**src/rtl/spi_pkg.sv**
```systemverilog
// -----------------------------------------------------------------------------
// spi_pkg
// Shared definitions for the SPI memory controller slice:
//   - spi_cmd_e  : two-bit command opcode carried in the top bits of a frame
//   - rd_state_e : encoding of the read-side state machine
//   - hold_cnt_width() : width needed for the HOLD down-counter
// -----------------------------------------------------------------------------
package spi_pkg;

    typedef enum logic [1:0] {
        CMD_WR_ADDR = 2'b00,   // payload -> write address register
        CMD_WR_DATA = 2'b01,   // payload -> mem[write address]
        CMD_RD_ADDR = 2'b10,   // payload -> read address register
        CMD_RD_DATA = 2'b11    // start a read of mem[read address]
    } spi_cmd_e;

    typedef enum logic [1:0] {
        RD_IDLE  = 2'b00,
        RD_FETCH = 2'b01,
        RD_HOLD  = 2'b10
    } rd_state_e;

    // The HOLD counter has to represent the value addr_size itself.
    function automatic int hold_cnt_width(input int addr_size);
        return $clog2(addr_size + 1);
    endfunction

endpackage

```
**src/rtl/spi_mem_array.sv**
```systemverilog
// -----------------------------------------------------------------------------
// spi_mem_array
// Register array used as the controller's storage. One write port and one
// registered read port sharing a single clock. Array contents are never
// reset; only the read-data register is.
//
// Ports:
//   clk      in   clock, all state updates on the rising edge
//   rst_n    in   asynchronous active-low reset (read register only)
//   wr_en    in   write strobe, mem[wr_addr] <= wr_data on this edge
//   wr_addr  in   write address
//   wr_data  in   write data
//   rd_en    in   read strobe, rd_data <= mem[rd_addr] on this edge
//   rd_addr  in   read address
//   rd_data  out  registered read data, holds until the next rd_en
// -----------------------------------------------------------------------------
module spi_mem_array #(
    parameter int  DEPTH = 256,
    parameter int  WIDTH = 8,
    localparam int AW    = $clog2(DEPTH)
) (
    input  logic             clk,
    input  logic             rst_n,
    input  logic             wr_en,
    input  logic [AW-1:0]    wr_addr,
    input  logic [WIDTH-1:0] wr_data,
    input  logic             rd_en,
    input  logic [AW-1:0]    rd_addr,
    output logic [WIDTH-1:0] rd_data
);

    logic [WIDTH-1:0] mem_reg [DEPTH];
    logic [WIDTH-1:0] rd_data_reg;

    // Storage has no reset so it survives a controller reset.
    always_ff @(posedge clk) begin
        if (wr_en) begin
            mem_reg[wr_addr] <= wr_data;
        end
    end

    // A read and a write on the same edge to the same address return the
    // old contents (read-before-write).
    always_ff @(posedge clk or negedge rst_n) begin
        if (!rst_n) begin
            rd_data_reg <= '0;
        end else if (rd_en) begin
            rd_data_reg <= mem_reg[rd_addr];
        end
    end

    assign rd_data = rd_data_reg;

endmodule

```
**src/rtl/spi_mem_ctrl.sv**
```systemverilog
// -----------------------------------------------------------------------------
// spi_mem_ctrl
// Command decoder and read sequencer sitting between an SPI slave and a small
// memory. Each accepted frame carries a 2-bit opcode and an ADDR_SIZE-bit
// payload (address and data share the same width):
//   00 load write address, 01 write payload, 10 load read address, 11 read.
// A read walks IDLE -> FETCH -> HOLD; the word is presented on tx_data with
// tx_valid high for ADDR_SIZE cycles, and tx_data keeps the word afterwards.
//
// Build option: define SPI_MEM_AUTOINC_EN to auto-increment the write address
// after every write and the read address after every FETCH; in that build
// the missing-read-address error is suppressed once any read address has
// been loaded.
//
// Ports:
//   clk       in   clock
//   rst_n     in   asynchronous active-low reset
//   rx_data   in   frame: [ADDR_SIZE+1:ADDR_SIZE] opcode, [ADDR_SIZE-1:0] payload
//   rx_valid  in   frame accepted on every rising edge where this is 1
//   tx_data   out  read word
//   tx_valid  out  tx_data qualifier
//   cmd_err   out  one-cycle pulse: read issued with no fresh read address
// -----------------------------------------------------------------------------
module spi_mem_ctrl #(
    parameter int  MEM_DEPTH = 256,
    localparam int ADDR_SIZE = $clog2(MEM_DEPTH)
) (
    input  logic                 clk,
    input  logic                 rst_n,
    input  logic [ADDR_SIZE+1:0] rx_data,
    input  logic                 rx_valid,
    output logic [ADDR_SIZE-1:0] tx_data,
    output logic                 tx_valid,
    output logic                 cmd_err
);

    import spi_pkg::*;

    localparam int CNT_W = hold_cnt_width(ADDR_SIZE);

    localparam logic [1:0] IDLE  = RD_IDLE;
    localparam logic [1:0] FETCH = RD_FETCH;
    localparam logic [1:0] HOLD  = RD_HOLD;

    // ---------------------------------------------------------------------
    // Frame decode
    // ---------------------------------------------------------------------
    spi_cmd_e             cmd;
    logic [ADDR_SIZE-1:0] payload;
    logic                 do_wr_addr;
    logic                 do_wr_data;
    logic                 do_rd_addr;
    logic                 do_rd_data;

    assign cmd        = spi_cmd_e'(rx_data[ADDR_SIZE+1:ADDR_SIZE]);
    assign payload    = rx_data[ADDR_SIZE-1:0];
    assign do_wr_addr = rx_valid && (cmd == CMD_WR_ADDR);
    assign do_wr_data = rx_valid && (cmd == CMD_WR_DATA);
    assign do_rd_addr = rx_valid && (cmd == CMD_RD_ADDR);
    assign do_rd_data = rx_valid && (cmd == CMD_RD_DATA);

    // ---------------------------------------------------------------------
    // State
    // ---------------------------------------------------------------------
    logic [1:0]           state_reg,      state_next;
    logic [CNT_W-1:0]     hold_cnt_reg,   hold_cnt_next;
    logic [ADDR_SIZE-1:0] wr_addr_reg,    wr_addr_next;
    logic [ADDR_SIZE-1:0] rd_addr_reg,    rd_addr_next;
    logic                 tx_valid_reg,   tx_valid_next;
    logic                 cmd_err_reg,    cmd_err_next;
    logic                 rd_pending_reg, rd_pending_next;
    logic                 rd_missing;
`ifdef SPI_MEM_AUTOINC_EN
    logic                 rd_seen_reg,    rd_seen_next;
`endif

    // A read is flagged when no read address was loaded since reset or
    // since the previous read.
`ifdef SPI_MEM_AUTOINC_EN
    assign rd_missing = !rd_pending_reg && !rd_seen_reg;
`else
    assign rd_missing = !rd_pending_reg;
`endif

    always_comb begin
        state_next      = state_reg;
        hold_cnt_next   = hold_cnt_reg;
        tx_valid_next   = tx_valid_reg;
        wr_addr_next    = wr_addr_reg;
        rd_addr_next    = rd_addr_reg;
        rd_pending_next = rd_pending_reg;
        cmd_err_next    = 1'b0;
`ifdef SPI_MEM_AUTOINC_EN
        rd_seen_next    = rd_seen_reg;
`endif

        // Read sequencer
        case (state_reg)
            IDLE: begin
                tx_valid_next = 1'b0;
            end
            FETCH: begin
                // The array captures mem[rd_addr] on this edge.
                state_next    = HOLD;
                tx_valid_next = 1'b1;
                hold_cnt_next = CNT_W'(ADDR_SIZE);
            end
            HOLD: begin
                // Counter runs ADDR_SIZE..1 while valid; the edge that
                // takes it to 0 also returns to IDLE.
                if (hold_cnt_reg <= CNT_W'(1)) begin
                    state_next    = IDLE;
                    tx_valid_next = 1'b0;
                    hold_cnt_next = '0;
                end else begin
                    hold_cnt_next = hold_cnt_reg - CNT_W'(1);
                end
            end
            default: begin
                state_next    = IDLE;
                tx_valid_next = 1'b0;
                hold_cnt_next = '0;
            end
        endcase

        // A read command from any state (re)starts the fetch.
        if (do_rd_data) begin
            state_next    = FETCH;
            tx_valid_next = 1'b0;
            hold_cnt_next = '0;
            cmd_err_next  = rd_missing;
        end

        // Address registers
        if (do_wr_addr) begin
            wr_addr_next = payload;
        end
`ifdef SPI_MEM_AUTOINC_EN
        else if (do_wr_data) begin
            wr_addr_next = wr_addr_reg + ADDR_SIZE'(1);
        end
`endif

        if (do_rd_addr) begin
            rd_addr_next = payload;
        end
`ifdef SPI_MEM_AUTOINC_EN
        else if (state_reg == FETCH) begin
            rd_addr_next = rd_addr_reg + ADDR_SIZE'(1);
        end
`endif

        // Fresh-read-address tracking
        if (do_rd_addr) begin
            rd_pending_next = 1'b1;
        end else if (do_rd_data) begin
            rd_pending_next = 1'b0;
        end
`ifdef SPI_MEM_AUTOINC_EN
        if (do_rd_addr) begin
            rd_seen_next = 1'b1;
        end
`endif
    end

    always_ff @(posedge clk or negedge rst_n) begin
        if (!rst_n) begin
            state_reg      <= IDLE;
            hold_cnt_reg   <= '0;
            wr_addr_reg    <= '0;
            rd_addr_reg    <= '0;
            tx_valid_reg   <= 1'b0;
            cmd_err_reg    <= 1'b0;
            rd_pending_reg <= 1'b0;
`ifdef SPI_MEM_AUTOINC_EN
            rd_seen_reg    <= 1'b0;
`endif
        end else begin
            state_reg      <= state_next;
            hold_cnt_reg   <= hold_cnt_next;
            wr_addr_reg    <= wr_addr_next;
            rd_addr_reg    <= rd_addr_next;
            tx_valid_reg   <= tx_valid_next;
            cmd_err_reg    <= cmd_err_next;
            rd_pending_reg <= rd_pending_next;
`ifdef SPI_MEM_AUTOINC_EN
            rd_seen_reg    <= rd_seen_next;
`endif
        end
    end

    // ---------------------------------------------------------------------
    // Storage: writes land on the accepting edge, reads register in FETCH
    // and the read register itself drives tx_data.
    // ---------------------------------------------------------------------
    spi_mem_array #(
        .DEPTH (MEM_DEPTH),
        .WIDTH (ADDR_SIZE)
    ) u_mem (
        .clk     (clk),
        .rst_n   (rst_n),
        .wr_en   (do_wr_data),
        .wr_addr (wr_addr_reg),
        .wr_data (payload),
        .rd_en   (state_reg == FETCH),
        .rd_addr (rd_addr_reg),
        .rd_data (tx_data)
    );

    assign tx_valid = tx_valid_reg;
    assign cmd_err  = cmd_err_reg;

endmodule

```
**config.mk**
```make
export PLATFORM = sky130hd
export DESIGN_NAME = spi_mem_ctrl
export DESIGN_NICKNAME = d
export VERILOG_FILES = /design/src/rtl/spi_pkg.sv /design/src/rtl/spi_mem_array.sv /design/src/rtl/spi_mem_ctrl.sv
export SDC_FILE = /design/constraint.sdc
export NUM_CORES = 2
export LEC_CHECK = 0
export CAP_MARGIN = 0
export CORE_ASPECT_RATIO = 0.6
export CORE_MARGIN = 1
export CORE_UTILIZATION = 40
export DETAILED_ROUTE_END_ITERATION = 7
export GPL_TIMING_DRIVEN = 1
export PLACE_DENSITY = 0.64
export REMOVE_ABC_BUFFERS = 1
export SLEW_MARGIN = 0
export SYNTH_ARGS = -nofsm -noshare
export SYNTH_HDL_FRONTEND = slang
export SYNTH_SLANG_ARGS = --single-unit
```
**constraint.sdc**
```tcl
create_clock -name clk -period 2.36 [get_ports clk]
set_input_delay 0.472 -clock clk [delete_from_list [all_inputs] [get_ports clk]]
set_output_delay 0.472 -clock clk [all_outputs]
set_load 0.05 [all_outputs]
```
==> impl_metrics.yaml <==
status:
  outcome: "finished, violations left"
  violations: "negative setup slack"
critical_path:
  cp_max_fo: 7
  r2r-start: "rd_addr_reg[0]"
  r2r_end: "u_mem.rd_data[4]"
  critPathKind: "reg -> reg"
  worstPathArrival_ns: 3.73
  cp.required_ns: 3.07
  rr_worst_depth: 8
  reg2reg_slack_ns: -0.67
  cp-start-kind: "register"
  end_kind: "register"
clock_tree:
  cts_sinks: 2081
  cts_tree: "done"
  clockBufferDepth: 4
  h-tree-depth: 4
  cts_root_buf: "clkbuf_16"
  clk_latency_ns: 0.82
  numCtsBuffers: 179
  path_clk_slew_ns: 0.07
placed_design:
  place_inst: 7384
  portBuffers: 22
  dp_slack_ns: -1.43
  place_hpwl_um: 160000
  routabilityCongestion: 0.920
layout:
  stdcell_count: 7747
  largest_register_ff_count: 2048
  nNetsFinal: 4923
  syn_to_final_growth_pct: 21.7
  drive_above_1_share_pct: 35.5
logic_synthesis:
  yosysWarnings: 0
  synth_area_leader_cell: "edfxtp_1"
  synth_edf_count: 2048
  ys_ff_latch: 2081
  synth.distinct_cells: 64
  synth_area_um2: 81100
  synthFlopType: "edfxtp_1"
  ys_seq_area_share_pct: 76.8
  avgSynthCellArea_um2: 20.5
  synthTopCellsByArea: "edfxtp_1 (76%), mux4_2 (12%), mux2i_1 (3.2%)"
  async_reset_ff_share_pct: 1.59
  syn_inst: 3951
  synth_top_area_share_pct: 75.8
routing:
  dr.pass1.iters: 5
  antenna_left: 0
  wl_per_cell_um: 30.4
  drcViolationCount: 0
  routed_wl_um: 236000
  drtIter0Drc: 7055
  drt-vias-per-instance: 5.86
  vias: 45400
sta:
  relSlewSlack_pct: 44.8
  period_share_pct: 128
  worst_slew_pin_slew_ns: 0.828
  hold_viol: 0
  max_freq_mhz: 330
  fin_crit_ns: 3.03
  rsz0062_at_grt: "true"
  final.setup_skew_ns: 0.0437
  setup_viol: 8
  fin_ws_ns: -0.668
  drv_slew: 0
grt:
  grt_pass1_wl_um: 331000
  grt_max_degree: 90
  grt_overflow: 0
  grt_usage_pct: 22.8
  grt_pass1_vias: 43600
  antenna_found_initial: 8
min_path:
  min_to: "u_mem.mem_reg[12][5]"
  whs_path_depth: 1
  hp-class: "in -> reg"
  min_from: "rx_data[5]"
floorplanning:
  fp-row-count: 127
  ioPinCount: 23
  core_area_um2: 201000
  initial_core_util_pct: 40.4
  die_h_um: 351
  die-area_um2: 205000
  dieWidth_um: 583
power_and_ir_drop:
  powerDensity_nw_per_um2: 878
  p_leak_uw: 0.0328
  finalPower_uw: 86700
  vdd_drop_max_mv: 0.589
flow_run:
  max_cap_violations: 0
-- cell families after synthesis --
| group | Yosys count | share of synthesized area (%) |
|---|---|---|
| mux | 704 | 15.2 |
| simple gates | 564 | 3.00 |
| flops | 2081 | 76.8 |
| fa+ha+maj | 5 | 0.0771 |
| buf+inv | 237 | 1.83 |
| compound gates | 359 | 3.03 |
| xor+xnor | 1 | 0.0108 |
-- placed cells by master, fill, tap and decap left out, drive strengths merged, types with 10 or more instances in the layout --
cell type,Yosys,layout
edfxtp,2048,2048
buf,150,977
mux4,422,422
nor2,315,315
mux2i,256,256
clkbuf,78,231
nand2,108,108
o22ai,77,77
clkinv,0,66
a21oi,53,53
o21ai,50,50
o221ai,46,46
dfrtp,33,33
nor3,30,30
mux2,26,26
nand3,26,26
a211oi,26,26
a22oi,25,25
bufinv,0,17
nor2b,15,15
a31oi,15,15
a2111oi,15,15
inv,9,11
nor4,11,11
or3,10,10
-- worst max-delay path: stages (launching register included) --
cell	delay (ns)
dfrtp_4	0.56
buf_12	0.18
buf_12	0.14
buf_12	0.13
mux4_2	0.53
mux4_2	0.55
o2111ai_4	0.36
nor4_4	0.11
a311o_1	0.34
-- power by group --
part	switching [µW]	total, µW	internal (µW)
logic	9290	16400	7090
registers	231	41000	40700
clock network	13300	29400	16100
total	22800	86700	63900
-- worst max-delay path by stage --
stage / startpoint / endpoint / slack, ns / cells after the start
6_report: rd_addr_reg[0] / u_mem.rd_data[4] / -0.67 / 8
3_3_place_gp: rd_addr_reg[0] / u_mem.rd_data[4] / -1.44 / 11
3_5_place_dp: rd_addr_reg[0] / u_mem.rd_data[4] / -1.43 / 11
5_1_grt: rd_addr_reg[0] / u_mem.rd_data[3] / -0.69 / 9
4_1_cts: rd_addr_reg[0] / u_mem.rd_data[4] / -0.68 / 9
2_1_floorplan: rd_addr_reg[0] / u_mem.rd_data[4] / -24.30 / 7
-- metrics by stage --
stage                     area (µm²)  hold WS, ns  utilization (%)  TNS, ns
after floorplan                79700        0.176                -  -216.66
after global placement         91600        0.465             45.6  -457.93
after detailed placement       91600        0.464             45.6  -510.87
after CTS                      98200       0.0794             48.9    -4.88
after global routing           98700       0.0950             49.2    -5.22
final                          98800        0.122             49.2    -5.08
-- repair_timing --
item,in CTS,in global routing
buffers inserted,33,18
gates resized for setup,128,92
endpoints found under the setup margin,16,8
hold buffers,1,0
pin swaps,27,30
endpoints found under the hold margin,20,0
cloned,6,2
-- cells in the mapped netlist, drive strengths merged (4+ instances only) --
cell and n:
edfxtp 2048, mux4 422, nor2 315, mux2i 256, buf 150, nand2 108
clkbuf 78, o22ai 77, a21oi 53, o21ai 50, o221ai 46, dfrtp 33
nor3 30, a211oi 26, mux2 26, nand3 26, a22oi 25, a2111oi 15
a31oi 15, nor2b 15, nor4 11, or3 10, a221oi 9, and2 9
inv 9, nand2b 7, nand4 7, a311oi 6, and3 6, a211o 5
ha 5, nand3b 5, o311ai 4, or2 4
-- routing by layer --
layer | global-route usage [%] | share of wire, % | up-vias
met5 | 0 | 0 | -
met4 | 3.99 | 1.7 | 0
met3 | 8.59 | 15 | 272
met2 | 29.8 | 40 | 2978
met1 | 35.9 | 43 | 23900
li1 | - | - | 18300
-- cell type report --
type                    instances  area, µm²
flip-flops and latches       2081      62300
inverters                       9       40.0
diodes                          2       5.00
clock inverters                92        890
repair buffers               1001       9290
well taps                    2709       3390
clock buffers                 220       4730
multi-input cells            1633      18100
fillers                     16100     102000
No activity file was read; power rests on OpenSTA's default activity.
